--- config.mk ---
export PLATFORM = sky130hd
export DESIGN_NAME = iob_asym_fifo_ctrl
export DESIGN_NICKNAME = d
export VERILOG_FILES = /design/src/rtl/iob_asym_fifo_ctrl_pkg.sv /design/src/rtl/iob_asym_ptr.sv /design/src/rtl/iob_asym_fifo_ctrl.sv
export SDC_FILE = /design/constraint.sdc
export NUM_CORES = 1
export LEC_CHECK = 0
export ABC_AREA = 1
export CORE_MARGIN = 4
export CORE_UTILIZATION = 50
export CTS_CLUSTER_DIAMETER = 100
export DETAILED_ROUTE_END_ITERATION = 10
export PLACE_DENSITY = 0.82
export SLEW_MARGIN = 10
export SYNTH_ARGS = -nofsm -noshare
export SYNTH_HDL_FRONTEND = slang
export SYNTH_SLANG_ARGS = --single-unit
--- constraint.sdc ---
create_clock -name clk_i -period 6.28 [get_ports clk_i]
set_input_delay 0.942 -clock clk_i [delete_from_list [all_inputs] [get_ports clk_i]]
set_output_delay 0.942 -clock clk_i [all_outputs]
set_load 0.01 [all_outputs]
--- src/rtl/iob_asym_fifo_ctrl_pkg.sv ---
// iob_asym_fifo_ctrl_pkg: width helpers shared by the asymmetric FIFO controller
package iob_asym_fifo_ctrl_pkg;

   function automatic int iob_max(input int a, input int b);
      return (a > b) ? a : b;
   endfunction

   function automatic int iob_min(input int a, input int b);
      return (a < b) ? a : b;
   endfunction

endpackage

--- src/rtl/iob_asym_ptr.sv ---
// iob_asym_ptr: ADDR_W+1-bit FIFO pointer in MINDATA_W units, stepping by INCR
module iob_asym_ptr #(
   parameter int ADDR_W = 4,
   parameter int INCR   = 1
) (
   input  logic              clk_i,
   input  logic              arst_i,
   input  logic              cke_i,
   input  logic              inc_i,
   input  logic              clr_i,
   output logic [ADDR_W:0]   ptr_o
);
   localparam logic [ADDR_W:0] STEP = (ADDR_W + 1)'(INCR);

   logic [ADDR_W:0] r_ptr;

   always_ff @(posedge clk_i or posedge arst_i)
      if (arst_i) r_ptr <= '0;
      else if (cke_i) r_ptr <= clr_i ? '0 : inc_i ? r_ptr + STEP : r_ptr;

   assign ptr_o = r_ptr;

endmodule

--- src/rtl/iob_asym_fifo_ctrl.sv ---
// iob_asym_fifo_ctrl: pointer/level controller running an asymmetric-width converter as a FIFO
module iob_asym_fifo_ctrl
   import iob_asym_fifo_ctrl_pkg::*;
#(
   parameter  int W_DATA_W  = 32,
   parameter  int R_DATA_W  = 8,
   parameter  int ADDR_W    = 4,
   localparam int MINDATA_W = iob_min(W_DATA_W, R_DATA_W),
   localparam int MAXDATA_W = iob_max(W_DATA_W, R_DATA_W),
   localparam int W_INCR    = W_DATA_W / MINDATA_W,
   localparam int R_INCR    = R_DATA_W / MINDATA_W,
   localparam int W_ADDR_W  = ADDR_W - $clog2(W_INCR),
   localparam int R_ADDR_W  = ADDR_W - $clog2(R_INCR)
) (
   input  logic                clk_i,
   input  logic                arst_i,
   input  logic                cke_i,
   input  logic                flush_i,
   input  logic                w_en_i,
   output logic                w_full_o,
   output logic                w_ovf_o,
   input  logic                r_en_i,
   output logic                r_empty_o,
   output logic                r_valid_o,
   output logic                r_udf_o,
   output logic [ADDR_W:0]     level_o,
   output logic                conv_w_en_o,
   output logic [W_ADDR_W-1:0] conv_w_addr_o,
   output logic                conv_r_en_o,
   output logic [R_ADDR_W-1:0] conv_r_addr_o
);
   localparam logic [ADDR_W:0] W_STEP    = (ADDR_W + 1)'(W_INCR);
   localparam logic [ADDR_W:0] R_STEP    = (ADDR_W + 1)'(R_INCR);
   localparam logic [ADDR_W:0] FULL_THR  = (ADDR_W + 1)'((2 ** ADDR_W) - W_INCR);

   logic [ADDR_W:0] w_wptr;
   logic [ADDR_W:0] w_rptr;
   logic [ADDR_W:0] w_level_nxt;
   logic [ADDR_W:0] r_level;
   logic            r_valid;
   logic            r_ovf;
   logic            r_udf;

   iob_asym_ptr #(.ADDR_W(ADDR_W), .INCR(W_INCR)) u_wptr (
      .clk_i (clk_i),
      .arst_i(arst_i),
      .cke_i (cke_i),
      .inc_i (conv_w_en_o),
      .clr_i (flush_i),
      .ptr_o (w_wptr)
   );

   iob_asym_ptr #(.ADDR_W(ADDR_W), .INCR(R_INCR)) u_rptr (
      .clk_i (clk_i),
      .arst_i(arst_i),
      .cke_i (cke_i),
      .inc_i (conv_r_en_o),
      .clr_i (flush_i),
      .ptr_o (w_rptr)
   );

   assign w_full_o      = r_level > FULL_THR;
   assign r_empty_o     = r_level < R_STEP;
   assign conv_w_en_o   = cke_i & w_en_i & ~w_full_o & ~flush_i;
   assign conv_r_en_o   = cke_i & r_en_i & ~r_empty_o & ~flush_i;
   // Dropping the unit-offset bits turns a unit pointer into a port word address.
   assign conv_w_addr_o = W_ADDR_W'(w_wptr >> $clog2(W_INCR));
   assign conv_r_addr_o = R_ADDR_W'(w_rptr >> $clog2(R_INCR));
   assign w_level_nxt   = flush_i ? '0 :
                          r_level + (conv_w_en_o ? W_STEP : '0) - (conv_r_en_o ? R_STEP : '0);

   always_ff @(posedge clk_i or posedge arst_i)
      if (arst_i) begin
         r_level <= '0;
         r_valid <= 1'b0;
         r_ovf   <= 1'b0;
         r_udf   <= 1'b0;
      end else if (cke_i) begin
         r_level <= w_level_nxt;
         r_valid <= conv_r_en_o;
         r_ovf   <= w_en_i & w_full_o & ~flush_i;
         r_udf   <= r_en_i & r_empty_o & ~flush_i;
      end

   assign level_o   = r_level;
   assign r_valid_o = r_valid;
   assign w_ovf_o   = r_ovf;
   assign r_udf_o   = r_udf;

endmodule

==> qor.csv, run 1 <==
stage,metric,value,unit
outcome,run status,finished clean,
yosys,sequential fraction of the synthesis area,39.11,%
clocking,Worst-Skew Late Latency,0.29,ns
power_and_ir_drop,Psw,178.3,uW
finish,cell area after layout,1194,um^2
yosys,largest family of logic cells by synthesized area,simple AND/OR/NAND/NOR gates,
power_and_ir_drop,internal power,254.6,uW
drt,Via density,5.103,
yosys,mux contribution to synthesized area,0,%
clocking,CTS root buf,clkbuf_4,
drt,drt first pass iters,6,
sta,Max transition margin,64.39,%
clocking,CTS tree,built,
worst_setup_path,flop-to-flop setup slack,3.98,ns
worst_setup_path,worst r2r path cells,15,
floorplanning,Rows,15,
placement,total placed instance area,1157,um^2
worst_setup_path,"Slowest-stage cell, CP",clkdlybuf4s50_1,
clocking,total CTS buffers,3,
drt,remaining antenna violation count after routing,0,
global_routing,vias in the first global route,794,
floorplanning,Core Box Area,1708,um^2
sta,RSZ-0062 raised after global routing,false,
yosys,"Avg Cell Area, Syn",7.928,um^2
sta,count of final setup violators,0,
worst_setup_path,CP Capture Point,conv_r_en_o,
clocking,cts repair resizes,0,
finish,n_diodes,0,
yosys,synthesized cell area,895.9,um^2
sta,measured slew at the worst slew-check pin,0.5336,ns
worst_setup_path,startpoint types,input pin,
placement,routability cong.,0.8209,
worst_setup_path,CP Depth,6,
sta,clock skew,0.0008635,ns
worst_setup_path,CP Class,in2out,
sta,Max Slew Vio Count,0,
power_and_ir_drop,Clock power frac,15.5,%
floorplanning,chip height,50.33,um
finish,fill cell total of the finished layout,142,
global_routing,largest net degree at the start of global routing,15,
drt,final routed DRC violation total,0,
finish,"most common cell after layout, fill and taps aside",nand2_1,
global_routing,grt ovf,0,
finish,Sequential Area,350.3,um^2
worst_setup_path,R2R Path End,level_o[4],
yosys,Area contributors post-synth,"dfrtp_1 (39%), ha_1 (13%), nand2_1 (13%)",
worst_setup_path,cell class contributing the biggest share of worst-path delay,buffers and inverters,
sta,Achievable Freq,278.3,MHz
power_and_ir_drop,Worst VDD drop,0.2430,mV
job,Max-Cap Viols,0,
clocking,postcts setup bufs,0,
floorplanning,Die W,50.33,um
worst_setup_path,Max Fanout on Critical Path,8,
clocking,clock transition at the registers of the reported paths,0.09,ns
floorplanning,Boundary Pins,24,
finish,fin nets,157,
placement,Post-DP HPWL,1489,um
yosys,cells after synthesis,113,
floorplanning,initial core utilization,52.45,%
yosys,Synth Area in XOR/XNOR,1.955,%
yosys,Yosys top cell area share,39.11,%
power_and_ir_drop,Reg power frac,30.3,%
finish,Final Util,69.89,%
power_and_ir_drop,Comb pwr share,54.2,%
yosys,post-synthesis compound-gate area fraction,6.285,%
power_and_ir_drop,Switching Fraction,41.18,%
finish,Multi-input gate area,455.4,um^2
power_and_ir_drop,leakage power,0.6398,nW
power_and_ir_drop,P per Cell Area,362.6,nW/um^2
worst_setup_path,crit-path cells,clkdlybuf4s50_1 > nand2_1 > nor2_2 > nand2_1 > inv_1 > clkdlybuf4s50_1,
worst_setup_path,Bufs and invs on worst path,3,
clocking,CTS max path bufs,2,
global_routing,initial antenna violation count,0,
finish,"commonest cells after routing, fill and taps aside","nand2_1 (30), clkdlybuf4s50_1 (23), inv_1 (22)",
worst_setup_path,critical path arrival,2.65,ns
global_routing,Tot GR Track Use,16.90,%
sta,fin crit share,57.22,%
sta,Fin. Hold Viols,0,
yosys,Simple-Gate Fraction of Synth Area,27.79,%
sta,Final min period,3.594,ns
floorplanning,DIE AREA,2533,um^2
yosys,cell taking the most area after synthesis,dfrtp_1,
drt,WL/cell,11.72,um
clocking,CTS Sinks,14,
clocking,hold_buf cts,0,
sta,setup TNS,0,ns
worst_hold_path,Hold Path Class,reg2reg,
clocking,H-tree levels,1,
drt,WL final,1933,um
yosys,"Net Count, Synth",129,
yosys,YS warnings,0,
finish,proportion of layout cells with a drive suffix above 1,8.571,%
finish,area added between synthesis and finish,33.24,%
yosys,adder-cell share of the synthesized area,14.80,%
worst_setup_path,CP max stage delay,0.64,ns
yosys,Yosys cell types,20,
drt,Via Count,842,
worst_setup_path,Reg-to-Reg Start,level_o[4],
global_routing,global-route wire length before repair,3291,um
placement,I/O Buffers,23,
worst_setup_path,Critical Path Sink Type,primary output,
drt,DRT iter0 DRCs,24,
worst_setup_path,CP startpoint,cke_i,
yosys,#FFs+latches synth,14,
worst_setup_path,Worst EP required,5.34,ns
[cell usage after synthesis (all sizes together)]
cell type and count:
ha 9, nand3b 1, fa 1, o21ai 5, o22ai 2, xor2 2
dfrtp 14, nand4 4, nand3 13, nand2 31, nor2 4, a21oi 3
inv 24
[cell type report]
class | count | share of cell area, %
inverter | 24 | 7.547
clock buffer | 4 | 3.040
tap | 25 | 2.621
timing repair buffer | 23 | 19.29
sequential | 14 | 29.35
multi-input combinational | 75 | 38.16
[sequential cells by signal, indices dropped and copies added (netlist names)]
register      cells
level_o           5
r_udf_o           1
r_valid_o         1
u_rptr.ptr_o      4
u_wptr.ptr_o      2
w_ovf_o           1
[power by group through the flow]
stage / logic [mW] / clock network (mW) / registers, mW
after CTS: 0.236 / 0.0683 / 0.131
after floorplan: 0.129 / 0 / 0.139
after global placement: 0.222 / 0 / 0.132
after detailed placement: 0.231 / 0 / 0.133
final: 0.235 / 0.0671 / 0.131
after global routing: 0.265 / 0.0726 / 0.134
[metrics by stage]
stage	power, mW	worst slack [ns]	std cells	hold slack (ns)
global placement	0.3541	2.720	161	0.4683
detailed placement	0.3640	2.682	161	0.4684
floorplan	0.2681	3.851	113	0.5156
finish	0.4329	2.686	165	0.5026
CTS	0.4350	2.680	165	0.4995
global route	0.4723	2.572	165	0.5221
[routing by layer]
layer	up-vias	track usage, %	routed length [um]
met5	-	0	0
met1	389	20.71	844
met3	2	3.561	92
met4	0	6.726	11
li1	415	-	-
met2	36	28.70	984
[cells by family after synthesis]
| family | count (synthesis) |
|---|---|
| DFF | 14 |
| buffers and inverters | 24 |
| adders and majority gates | 10 |
| AOI/OAI and AO/OA | 10 |
| xor gates and xnor gates | 2 |
| and+or+nand+nor | 53 |
[how the worst min path moves through the flow]
stage,from,endpoint,slack (ns),depth (start not counted)
after floorplan,r_udf_o,r_udf_o,0.52,2
after global placement,w_ovf_o,w_ovf_o,0.47,2
after detailed placement,r_valid_o,r_valid_o,0.47,2
after CTS,r_valid_o,r_valid_o,0.50,2
after global routing,r_valid_o,r_valid_o,0.52,2
final,r_valid_o,r_valid_o,0.50,2
[worst min-delay path: cells and delay by family (launching register included)]
kind | cells | cell delay (ns)
DFF | 1 | 0.35
and+or+nand+nor | 2 | 0.11
No activity file was read; power rests on OpenSTA's default activity.
==> run 2, diff against run 1 <==
--- a/config.mk
+++ b/config.mk
@@ -7,10 +7,10 @@
 export LEC_CHECK = 0
 export ABC_AREA = 1
 export CORE_MARGIN = 4
-export CORE_UTILIZATION = 50
+export CORE_UTILIZATION = 42
 export CTS_CLUSTER_DIAMETER = 100
 export DETAILED_ROUTE_END_ITERATION = 10
-export PLACE_DENSITY = 0.82
+export PLACE_DENSITY = 0.74
 export SLEW_MARGIN = 10
 export SYNTH_ARGS = -nofsm -noshare
 export SYNTH_HDL_FRONTEND = slang
==> constraint.sdc (replaced) <==
create_clock -name clk_i -period 3.3 [get_ports clk_i]
set_input_delay 0.495 -clock clk_i [delete_from_list [all_inputs] [get_ports clk_i]]
set_output_delay 0.495 -clock clk_i [all_outputs]
set_load 0.01 [all_outputs]
==> qor.csv, run 2 (synthesis results as in run 1) <==
stage,metric,value,unit
outcome,run status,finished clean,
sta,Max Slew Vio Count,0,
sta,Final min period,2.725,ns
global_routing,initial antenna violation count,0,
finish,"commonest cells after routing, fill and taps aside","nand2_1 (30), clkdlybuf4s50_1 (23), inv_1 (22)",
floorplanning,Die W,54.19,um
power_and_ir_drop,leakage power,0.6398,nW
power_and_ir_drop,Reg power frac,30.7,%
sta,Max transition margin,63.17,%
clocking,postcts setup bufs,0,
placement,routability cong.,0.8310,
floorplanning,DIE AREA,2936,um^2
clocking,total CTS buffers,3,
sta,fin crit share,82.58,%
finish,area added between synthesis and finish,33.52,%
sta,RSZ-0062 raised after global routing,false,
power_and_ir_drop,P per Cell Area,682.7,nW/um^2
clocking,Worst-Skew Late Latency,0.29,ns
worst_hold_path,Hold Path Class,reg2reg,
sta,final setup margin,0.5750,ns
floorplanning,Rows,16,
sta,Fin. Hold Viols,0,
floorplanning,initial core utilization,44.75,%
job,Max-Cap Viols,0,
global_routing,global-route wire length before repair,3408,um
finish,"most common cell after layout, fill and taps aside",nand2_1,
worst_setup_path,"Slowest-stage cell, CP",clkdlybuf4s50_1,
power_and_ir_drop,Clock power frac,15.8,%
worst_setup_path,cell class contributing the biggest share of worst-path delay,buffers and inverters,
sta,clock skew,0.005928,ns
drt,drt first pass iters,4,
drt,remaining antenna violation count after routing,0,
placement,Post-DP HPWL,1549,um
power_and_ir_drop,Worst VDD drop,0.5317,mV
worst_setup_path,critical path arrival,2.23,ns
sta,measured slew at the worst slew-check pin,0.5518,ns
drt,WL final,1958,um
worst_setup_path,crit-path cells,clkdlybuf4s50_1 > nand2_1 > nor2_2 > nand2_1 > inv_1 > clkdlybuf4s50_1,
power_and_ir_drop,Psw,334.5,uW
finish,proportion of layout cells with a drive suffix above 1,8.571,%
finish,max FFs per register,5,
worst_setup_path,CP Class,in2out,
clocking,CTS root buf,clkbuf_4,
global_routing,largest net degree at the start of global routing,15,
sta,count of final setup violators,0,
global_routing,grt ovf,0,
worst_setup_path,startpoint types,input pin,
clocking,H-tree levels,1,
sta,setup TNS,0,ns
power_and_ir_drop,Comb pwr share,53.5,%
floorplanning,chip height,54.19,um
worst_setup_path,Max Fanout on Critical Path,8,
drt,Via Count,808,
floorplanning,Core Box Area,2002,um^2
clocking,hold_buf cts,0,
sta,Achievable Freq,367.0,MHz
drt,DRT iter0 DRCs,11,
worst_setup_path,Bufs and invs on worst path,3,
floorplanning,Boundary Pins,24,
clocking,CTS tree,built,
finish,n_diodes,0,
clocking,CTS Sinks,14,
drt,Via density,4.838,
worst_setup_path,Worst EP required,2.80,ns
clocking,clock transition at the registers of the reported paths,0.09,ns
power_and_ir_drop,internal power,482.1,uW
placement,pre-CTS setup slack,0.4876,ns
worst_setup_path,Critical Path Sink Type,primary output,
clocking,CTS max path bufs,2,
clocking,cts repair resizes,0,
global_routing,Tot GR Track Use,16.28,%
drt,final routed DRC violation total,0,
power_and_ir_drop,Switching Fraction,40.96,%
worst_setup_path,CP max stage delay,0.65,ns
finish,fin nets,157,
placement,I/O Buffers,23,
drt,WL/cell,11.72,um
global_routing,vias in the first global route,809,
run 2: stage by stage:
stage	instance area (um^2)	std cells	util [%]	hold slack, ns	power, mW
final	1196	167	59.75	0.4960	0.8166
after global routing	1196	167	59.75	0.5247	0.8947
after floorplan	895.9	113	-	0.3842	0.5102
after global placement	1160	163	57.94	0.4681	0.6790
after CTS	1196	167	59.75	0.4976	0.8196
after detailed placement	1160	163	57.94	0.4722	0.6921
run 2: worst paths after layout:
check,endpoint,start,cells past startpoint,slack [ns]
min in group asynchronous,level_o[4],arst_i,2,0.54
worst max register to register,level_o[3],level_o[4],12,0.95
worst min-delay path,w_ovf_o,w_ovf_o,2,0.50
max in group asynchronous,r_udf_o,arst_i,2,2.39
worst min register to register,w_ovf_o,w_ovf_o,2,0.50
worst max-delay path,conv_r_en_o,cke_i,6,0.57
run 2: cell type report:
type / instances / area (um^2)
clock buffers: 4 / 36.28
fillers: 184 / 805.8
inverters: 24 / 90.09
multi-input cells: 75 / 455.4
flip-flops and latches: 14 / 350.3
well taps: 27 / 33.78
repair buffers: 23 / 230.2
run 2: layer usage:
layer | wire (um) | vias to the layer above | track usage (%)
met4 | 39 | 0 | 7.469
met2 | 910 | 18 | 28.09
li1 | - | 415 | -
met5 | 0 | - | 0
met1 | 920 | 370 | 19.28
met3 | 88 | 5 | 3.047
run 2: power by group through the flow:
stage,logic [mW],registers [mW],clock network [mW]
floorplan,0.245,0.265,0
global placement,0.428,0.251,0
detailed placement,0.438,0.254,0
CTS,0.441,0.251,0.128
global route,0.497,0.260,0.138
finish,0.437,0.250,0.129
run 2: worst reg2reg max path: cells and delay by family (launching register included):
kind,cells,cell delay [ns]
buf+inv,3,0.24
simple gates,4,0.36
flops,1,0.40
compound gates,2,0.26
fa+ha+maj,3,0.95
==> run 3, diff against run 2 <==
--- a/config.mk
+++ b/config.mk
@@ -7,10 +7,10 @@
 export LEC_CHECK = 0
 export ABC_AREA = 1
 export CORE_MARGIN = 4
-export CORE_UTILIZATION = 42
+export CORE_UTILIZATION = 47
 export CTS_CLUSTER_DIAMETER = 100
 export DETAILED_ROUTE_END_ITERATION = 10
-export PLACE_DENSITY = 0.74
+export PLACE_DENSITY = 0.78
 export SLEW_MARGIN = 10
 export SYNTH_ARGS = -nofsm -noshare
 export SYNTH_HDL_FRONTEND = slang
==> constraint.sdc (replaced) <==
create_clock -name clk_i -period 2.7 [get_ports clk_i]
set_input_delay 0.405 -clock clk_i [delete_from_list [all_inputs] [get_ports clk_i]]
set_output_delay 0.405 -clock clk_i [all_outputs]
set_load 0.01 [all_outputs]
==> qor.csv, run 3 (synthesis results as in run 1) <==
stage,metric,value,unit
sta,hold_ws,0.4537,ns
clocking,CTS tree,built,
worst_setup_path,Critical Path Sink Type,primary output,
global_routing,grt ovf,0,
power_and_ir_drop,Worst VDD drop,0.4823,mV
clocking,CTS root buf,clkbuf_4,
floorplanning,Boundary Pins,24,
sta,RSZ-0062 raised after global routing,false,
placement,routability cong.,0.8745,
power_and_ir_drop,internal power,590.7,uW
global_routing,largest net degree at the start of global routing,15,
drt,WL/cell,11.99,um
power_and_ir_drop,Reg power frac,30.7,%
worst_hold_path,Hold Path Class,in2async,
clocking,Worst-Skew Late Latency,0.28,ns
global_routing,global-route wire length before repair,3298,um
power_and_ir_drop,Tot Pwr,993.1,uW
sta,Final min period,2.405,ns
outcome,run status,finished clean,
drt,Via Count,810,
floorplanning,chip height,51.66,um
global_routing,initial antenna violation count,0,
drt,final routed DRC violation total,0,
finish,Non-Filler Instances,167,
floorplanning,DIE AREA,2669,um^2
clocking,CTS Sinks,14,
power_and_ir_drop,P per Cell Area,821.6,nW/um^2
global_routing,vias in the first global route,788,
clocking,clock transition at the registers of the reported paths,0.09,ns
global_routing,Tot GR Track Use,16.60,%
finish,fin nets,159,
drt,Via density,4.850,
sta,fin crit share,89.08,%
drt,DRT iter0 DRCs,15,
clocking,postcts setup bufs,0,
power_and_ir_drop,Switching Fraction,40.52,%
placement,placed instance count,163,
sta,clock skew,0.004149,ns
drt,remaining antenna violation count after routing,0,
clocking,H-tree levels,1,
finish,"commonest cells after routing, fill and taps aside","nand2_1 (30), clkdlybuf4s50_1 (23), inv_1 (22)",
sta,Fin. Hold Viols,0,
clocking,hold_buf cts,0,
drt,WL final,2003,um
worst_setup_path,Max Fanout on Critical Path,6,
sta,measured slew at the worst slew-check pin,0.5404,ns
clocking,cts repair resizes,0,
worst_setup_path,Worst EP required,2.30,ns
drt,drt first pass iters,4,
finish,max FFs per register,5,
finish,"most common cell after layout, fill and taps aside",nand2_1,
floorplanning,Core Box Area,1764,um^2
power_and_ir_drop,Clock power frac,15.3,%
sta,Max transition margin,63.93,%
floorplanning,Rows,15,
clocking,total CTS buffers,3,
finish,n_diodes,0,
worst_setup_path,CP Class,in2out,
finish,proportion of layout cells with a drive suffix above 1,9.859,%
finish,area added between synthesis and finish,34.92,%
sta,setup TNS,0,ns
worst_setup_path,startpoint types,input pin,
floorplanning,Die W,51.66,um
sta,Achievable Freq,415.8,MHz
placement,Post-DP HPWL,1587,um
sta,count of final setup violators,0,
job,Max-Cap Viols,0,
floorplanning,initial core utilization,50.78,%
finish,cell area after layout,1209,um^2
power_and_ir_drop,Comb pwr share,53.9,%
worst_setup_path,critical path arrival,2.00,ns
placement,total placed instance area,1172,um^2
placement,I/O Buffers,23,
power_and_ir_drop,Psw,402.4,uW
power_and_ir_drop,leakage power,0.6494,nW
clocking,CTS max path bufs,2,
sta,Max Slew Vio Count,0,
## run 3: changes by cell type in the layout (fill, tap and decap cells not counted), sizes merged
cell  change
buf       +2
## run 3: power by group through the flow
stage | registers (mW) | clock network, mW | logic [mW]
4_1_cts | 0.305 | 0.154 | 0.541
5_1_grt | 0.314 | 0.166 | 0.601
2_1_floorplan | 0.324 | 0 | 0.299
3_5_place_dp | 0.309 | 0 | 0.538
6_report | 0.305 | 0.152 | 0.536
3_3_place_gp | 0.307 | 0 | 0.522
## run 3: final cells by class
cell class              count  area, um^2
clock buffers               4       36.28
fillers                   149       555.5
inverters                  24       90.09
multi-input cells          75       455.4
flip-flops and latches     14       350.3
well taps                  25       31.28
repair buffers             25       245.2
## run 3: path summary, 6_finish.rpt
kind	startpoint	end	slack, ns	depth (start not counted)
worst max-delay path	cke_i	conv_r_en_o	0.29	6
worst min-delay path	arst_i	level_o[3]	0.45	2
worst max register to register	level_o[4]	level_o[3]	0.44	12
worst min register to register	r_udf_o	r_udf_o	0.50	2
max in group asynchronous	arst_i	r_udf_o	1.89	2
min in group clk_i	r_udf_o	r_udf_o	0.50	2
## run 3: per-stage QoR
stage	setup slack [ns]	util (%)
final	0.2948	68.51
after global routing	0.1791	68.51
after CTS	0.3028	68.51
after detailed placement	0.1388	66.45
after global placement	0.1811	66.45
after floorplan	0.5061	-
## run 3: worst max-delay path, stage by stage
cell and delay, ns:
clkdlybuf4s50_1 0.54, nand2_1 0.11, nor2_2 0.22, nand2_1 0.10, inv_1 0.08, clkdlybuf4s50_1 0.54
## run 3: layer usage
metal  global-route usage, %  share of wire, %  vias to the layer above
li1                        -                 -                      417
met1                   21.70                48                      363
met5                       0                 0                        -
met4                   6.550               1.1                        0
met3                   2.579               3.4                        4
met2                   27.33                48                       26
